File: src/rtl/mips_pkg.sv
// Shared MIPS pipeline constants: NOP encoding, reset PC, word alignment
// mask and the instruction-fetch state encoding.
package mips_pkg;

  localparam logic [31:0] NOP_INSTR        = 32'h0000_0000;
  localparam logic [31:0] DEFAULT_RESET_PC = 32'h0000_0000;
  localparam logic [31:0] WORD_MASK        = ~32'h3;

  // Fetch FSM encoding, kept as plain constants for older tooling downstream.
  localparam logic [1:0] ST_REQ  = 2'd0;
  localparam logic [1:0] ST_WAIT = 2'd1;
  localparam logic [1:0] ST_HAVE = 2'd2;

  typedef enum logic [1:0] {
    PC_HOLD     = 2'd0,
    PC_INC      = 2'd1,
    PC_REDIRECT = 2'd2
  } pc_sel_t;

  function automatic logic [31:0] align_word(input logic [31:0] addr);
    return addr & WORD_MASK;
  endfunction

endpackage

File: src/rtl/if_pc_reg.sv
// Program counter register and next-PC mux (hold / +4 / aligned redirect).
// next_pc is exposed so the fetch stage can issue it as the request address.
module if_pc_reg
  import mips_pkg::*;
#(
  parameter logic [31:0] RESET_PC = DEFAULT_RESET_PC
) (
  input  logic        clk,
  input  logic        rst_n,
  input  pc_sel_t     sel,
  input  logic [31:0] redirect_pc,
  output logic [31:0] pc,
  output logic [31:0] pc_plus_4,
  output logic [31:0] next_pc
);

  // Wraps modulo 2^32 by construction: FFFF_FFFC + 4 = 0.
  assign pc_plus_4 = pc + 32'd4;

  always_comb begin
    // NOTE: every path assigns next_pc via this default, so no latch is inferred.
    next_pc = pc;
    case (sel)
      PC_INC:      next_pc = pc_plus_4;
      PC_REDIRECT: next_pc = align_word(redirect_pc);
      default:     next_pc = pc;
    endcase
  end

  always_ff @(posedge clk or negedge rst_n) begin
    if (!rst_n) begin
      pc <= RESET_PC;
    end else begin
      // NOTE: sequential state uses non-blocking assignment so every flop
      // samples pre-edge values regardless of block evaluation order.
      pc <= next_pc;
    end
  end

endmodule

File: src/rtl/if_fetch_stage.sv
// MIPS instruction-fetch stage: one outstanding imem request, single-word
// buffer, stall/redirect handling and NOP bubbles toward the IF/ID register.
module if_fetch_stage
  import mips_pkg::*;
#(
  parameter logic [31:0] RESET_PC = DEFAULT_RESET_PC
) (
  input  logic        clk,
  input  logic        rst_n,
  input  logic        stall,
  input  logic        redirect_valid,
  input  logic [31:0] redirect_pc,
  output logic        imem_req,
  output logic [31:0] imem_addr,
  input  logic        imem_rvalid,
  input  logic [31:0] imem_rdata,
  output logic        IF_valid,
  output logic [31:0] IF_ins,
  output logic [31:0] IF_pc_plus_4
);

  logic [1:0]  state;
  logic [1:0]  state_nxt;
  logic [31:0] instr_buf;
  logic        drop;
  logic        drop_nxt;
  logic        buf_load;
  logic        req_raw;
  logic        redirect;
  pc_sel_t     pc_sel;
  logic [31:0] pc;
  logic [31:0] next_pc;

  // Redirect is masked in reset so imem_addr reads RESET_PC while rst_n=0.
  assign redirect = redirect_valid & rst_n;

  if_pc_reg #(
    .RESET_PC (RESET_PC)
  ) u_pc_reg (
    .clk         (clk),
    .rst_n       (rst_n),
    .sel         (pc_sel),
    .redirect_pc (redirect_pc),
    .pc          (pc),
    .pc_plus_4   (IF_pc_plus_4),
    .next_pc     (next_pc)
  );

  always_comb begin
    state_nxt = state;
    drop_nxt  = drop;
    pc_sel    = PC_HOLD;
    req_raw   = 1'b0;
    buf_load  = 1'b0;
    IF_valid  = 1'b0;
    IF_ins    = NOP_INSTR;
    case (state)
      ST_REQ: begin
        req_raw   = 1'b1;
        state_nxt = ST_WAIT;
        if (redirect) pc_sel = PC_REDIRECT;
      end
      ST_WAIT: begin
        if (redirect) begin
          pc_sel   = PC_REDIRECT;
          drop_nxt = 1'b1;
        end
        // A response racing a redirect belongs to the old path: always dropped.
        if (imem_rvalid) begin
          if (drop || redirect) begin
            drop_nxt  = 1'b0;
            state_nxt = ST_REQ;
          end else begin
            buf_load  = 1'b1;
            state_nxt = ST_HAVE;
          end
        end
      end
      ST_HAVE: begin
        if (redirect) begin
          req_raw   = 1'b1;
          pc_sel    = PC_REDIRECT;
          state_nxt = ST_WAIT;
        end else begin
          IF_valid = 1'b1;
          IF_ins   = instr_buf;
          if (!stall) begin
            req_raw   = 1'b1;
            pc_sel    = PC_INC;
            state_nxt = ST_WAIT;
          end
        end
      end
      default: state_nxt = ST_REQ;
    endcase
  end

  assign imem_req  = req_raw & rst_n;
  assign imem_addr = next_pc;

  always_ff @(posedge clk or negedge rst_n) begin
    if (!rst_n) begin
      state     <= ST_REQ;
      drop      <= 1'b0;
      instr_buf <= NOP_INSTR;
    end else begin
      state <= state_nxt;
      drop  <= drop_nxt;
      if (buf_load) instr_buf <= imem_rdata;
    end
  end

endmodule

File: config.mk
export PLATFORM = sky130hd
export DESIGN_NAME = if_fetch_stage
export DESIGN_NICKNAME = d
export VERILOG_FILES = /design/src/rtl/mips_pkg.sv /design/src/rtl/if_pc_reg.sv /design/src/rtl/if_fetch_stage.sv
export SDC_FILE = /design/constraint.sdc
export NUM_CORES = 1
export LEC_CHECK = 0
export BUFFER_PORTS_ARGS = -buffer_cell sky130_fd_sc_hd__buf_4
export CAP_MARGIN = 10
export CELL_PAD_IN_SITES_DETAIL_PLACEMENT = 1
export CELL_PAD_IN_SITES_GLOBAL_PLACEMENT = 1
export CORE_ASPECT_RATIO = 0.7
export CORE_MARGIN = 1.5
export CORE_UTILIZATION = 36
export DETAILED_ROUTE_END_ITERATION = 7
export GPL_TIMING_DRIVEN = 0
export PLACE_DENSITY_LB_ADDON = 0.1
export SYNTH_ARGS = -nofsm -noshare
export SYNTH_HDL_FRONTEND = slang
export SYNTH_SLANG_ARGS = --single-unit
File: constraint.sdc
create_clock -name clk -period 3.5 [get_ports clk]
set_input_delay 0.7 -clock clk [delete_from_list [all_inputs] [get_ports clk]]
set_output_delay 0.7 -clock clk [all_outputs]
set_load 0.01 [all_outputs]
==> impl_results.md <==
- Sequential share of power: 35.4%
- Average via count per standard cell: 5.33
- Clock transition time at the flip-flop clock pins of the worst setup and hold paths: 50 ps
- WS Path Type: in2out
- Async SR Flop Fraction: 100%
- Outcome: finished clean
- Element type at the critical path start: primary input
- Antenna violations before repair: 0
- Signal arrival time at the worst endpoint: 2660 ps
- Kind of capture point of the worst setup path: output pin
- Unrepaired setup endpoints after global routing: no
- Synth top cells by count: sky130_fd_sc_hd__dfrtp_1 (67), sky130_fd_sc_hd__nand2_1 (38), sky130_fd_sc_hd__mux2_2 (34), sky130_fd_sc_hd__and2_1 (32), sky130_fd_sc_hd__nor2_1 (27)
- Tmin final: 3360 ps
- Insertion delay to the later sink of the worst-skew pair: 330 ps
- HPWL Detailed: 10800 um
- Number of different library cells in the post-synthesis netlist: 59
- Die Span X: 131 um
- Total power density per cell area: 565 nW/um^2
- Post-detailed-routing wire length: 14700 um
- CTS max path bufs: 2
- Effective utilization at floorplan: 37.2%
- Overall overflow remaining after global route: 0
- Clock tree from TritonCTS: done
- Number of cells on the worst reg-to-reg path: 6
- Final hold violations: 0
- GRT Util Overall: 25.2%
- DRC viols: 0
- Layout cell share with drive strength beyond 1: 42.5%
- Internal power: 2.31 mW
- Number of antenna cells inserted: 0
- Peak supply drop: 296 uV
- Placeable Area: 11100 sq um
- Via count: 4087
- Library cell with the highest instance count after synthesis: sky130_fd_sc_hd__dfrtp_1
- Area share of the leading cell type in the synthesized netlist: 40.7%
- Die outline area: 12100 sq um
- Leak pwr: 2.90 nW
- Number of flops mapped to enable cells by yosys: 0
- Layout Nets: 681
- Fraction of power spent switching nets: 32.7%
- Pin count of the biggest net entering global routing: 36
- Global-route wire length before repair: 22900 um
- Fraction of power consumed by combinational cells: 36.0%
- Maximum clock frequency: 0.297 GHz
- Final Max Tran Viols: 0
- Final weighted congestion of routability-driven global placement: 0.877
- DR pass1 iterations: 5
- Rel. slew slack: 58.0%
- Syn nets: 504
- Number of I/O pins: 167
- Number of sinks handled by clock tree synthesis: 67
- Cell area after synthesis: 4120 sq um
- Clock root buffer: sky130_fd_sc_hd__clkbuf_16
- Synth top area cells: sky130_fd_sc_hd__dfrtp_1 (41%), sky130_fd_sc_hd__mux2_2 (9.3%), sky130_fd_sc_hd__and2_1 (4.9%)
- Clock skew after layout: 6.31 ps
- CTS buffer count: 9
- Area growth from synthesis to final layout: 47.6%
- Setup TNS: 0 ps
- Yosys warning total: 0
- Share of total power in the clock network: 28.6%
- Classification of the worst-slack hold path: in2async
- Max cap viols: 0
- Final hold slack: 180 ps
- Number of instances in the synthesized netlist: 432
- Syn avg cell area: 9.54 sq um
- Row count: 32
- Number of global-route vias before repair: 4178
- Antenna violation net count after detailed routing: 0
- Number of levels in the clock H-tree: 3
- Max FO, Critical Path: 18
- Total of endpoints with negative setup slack in the final report: 0
- Biggest area consumer among synthesized cells: sky130_fd_sc_hd__dfrtp_1
- Final period util: 96.1%
- Routed wirelength normalized by instance count: 19.2 um
- Psw: 1.12 mW
- Transition at the pin with the smallest max-transition slack: 630 ps
- Drt initial violations: 201
- Seq/Total Area, Yosys: 40.7%
- CP Data Required Time: 2800 ps
- Most common flop cell mapped by yosys: sky130_fd_sc_hd__dfrtp_1
- Count of buffers inserted at the top-level ports: 164
- Height of the die: 92.5 um
- Flops & latches, synth: 67
- Hold_buf cts: 0
cells in the final DEF (no fill, tap or decap), types with 9 or more instances in the layout:
cell / synthesis / layout
sky130_fd_sc_hd__a22oi_1: 14 / 13
sky130_fd_sc_hd__nor2_1: 27 / 27
sky130_fd_sc_hd__mux2_2: 34 / 34
sky130_fd_sc_hd__nand4_1: 14 / 14
sky130_fd_sc_hd__nand2_1: 38 / 37
sky130_fd_sc_hd__xor2_1: 13 / 13
sky130_fd_sc_hd__nand3_1: 15 / 15
sky130_fd_sc_hd__dfrtp_1: 67 / 67
sky130_fd_sc_hd__xnor2_1: 14 / 14
sky130_fd_sc_hd__clkbuf_1: 25 / 18
sky130_fd_sc_hd__clkbuf_16: 0 / 9
sky130_fd_sc_hd__buf_4: 4 / 171
sky130_fd_sc_hd__and2_1: 32 / 32
final timing paths:
| kind | start | to | slack (ps) |
|---|---|---|---|
| setup reg to reg | u_pc_reg.pc[11] | u_pc_reg.pc[26] | 1290 |
| hold reg to reg | drop | drop | 490 |
| min in group clk | drop | drop | 490 |
| hold / removal | rst_n | instr_buf[23] | 180 |
| max in group asynchronous | rst_n | instr_buf[16] | 2970 |
| setup / recovery | rst_n | imem_addr[31] | 140 |
critical path, cell delays in order:
cell,delay (ps)
sky130_fd_sc_hd__buf_16,140
sky130_fd_sc_hd__nand2_2,90
sky130_fd_sc_hd__and3b_2,200
sky130_fd_sc_hd__nand2b_1,90
sky130_fd_sc_hd__ha_1,320
sky130_fd_sc_hd__nand2b_4,200
sky130_fd_sc_hd__buf_6,160
sky130_fd_sc_hd__nor4_4,270
sky130_fd_sc_hd__a41oi_1,140
sky130_fd_sc_hd__o21ai_1,180
sky130_fd_sc_hd__buf_4,170
power by group through the flow:
stage | clock network [mW] | registers [mW] | logic (mW)
3_5_place_dp | 0 | 1.23 | 1.20
4_1_cts | 0.998 | 1.22 | 1.23
2_1_floorplan | 0 | 1.17 | 0.698
5_1_grt | 1.03 | 1.25 | 1.35
6_report | 0.982 | 1.22 | 1.24
3_3_place_gp | 0 | 1.20 | 1.15
state kept, by name (all words and copies together) (netlist names):
name         flops
u_pc_reg.pc     32
drop             1
instr_buf       32
state            2
repair_timing:
item | 4_1_cts | 5_1_grt
buffers inserted | 1 | 1
setup endpoints to repair | 79 | 32
gates resized for setup | 29 | 23
gates cloned | 2 | 0
pin swaps | 0 | 4
cell families after synthesis:
| group | share of synthesized area (%) |
|---|---|
| xor gates and xnor gates | 5.74 |
| muxes | 11.0 |
| AOI/OAI and AO/OA | 12.4 |
| adders and majority gates | 0.911 |
| buffers and inverters | 5.25 |
| and+or+nand+nor | 24.0 |
| DFF | 40.7 |
through the flow:
| stage | total power, mW | instances | instance area [sq um] | util [%] | setup slack [ps] |
|---|---|---|---|---|---|
| after CTS | 3.44 | 766 | 6010 | 54.2 | -10.6 |
| after detailed placement | 2.42 | 749 | 5550 | 50.0 | -1810 |
| final | 3.44 | 767 | 6080 | 54.9 | 135 |
| after global routing | 3.63 | 767 | 6080 | 54.9 | 10.8 |
| after floorplan | 1.87 | 432 | 4120 | - | 139 |
| after global placement | 2.36 | 749 | 5550 | 50.0 | -1780 |
routing by layer:
layer  vias to the layer above  routed length [um]  GRT usage [%]
met1                      2020                6660           34.8
met2                       135                6840           39.2
met5                         -                   0              0
met3                        14                1050           6.24
li1                       1918                   -              -
met4                         0                 187           6.59
final cells by class:
class                      instances  area [sq um]
inverter                           9          37.5
buffer                            39           234
multi-input combinational        315          2290
timing repair buffer             168          1330
clock inverter                     6          90.1
sequential                        67          1680
clock buffer                      10           229
tap                              153           191
fill                            1305          5010
No activity file was read; power rests on OpenSTA's default activity.
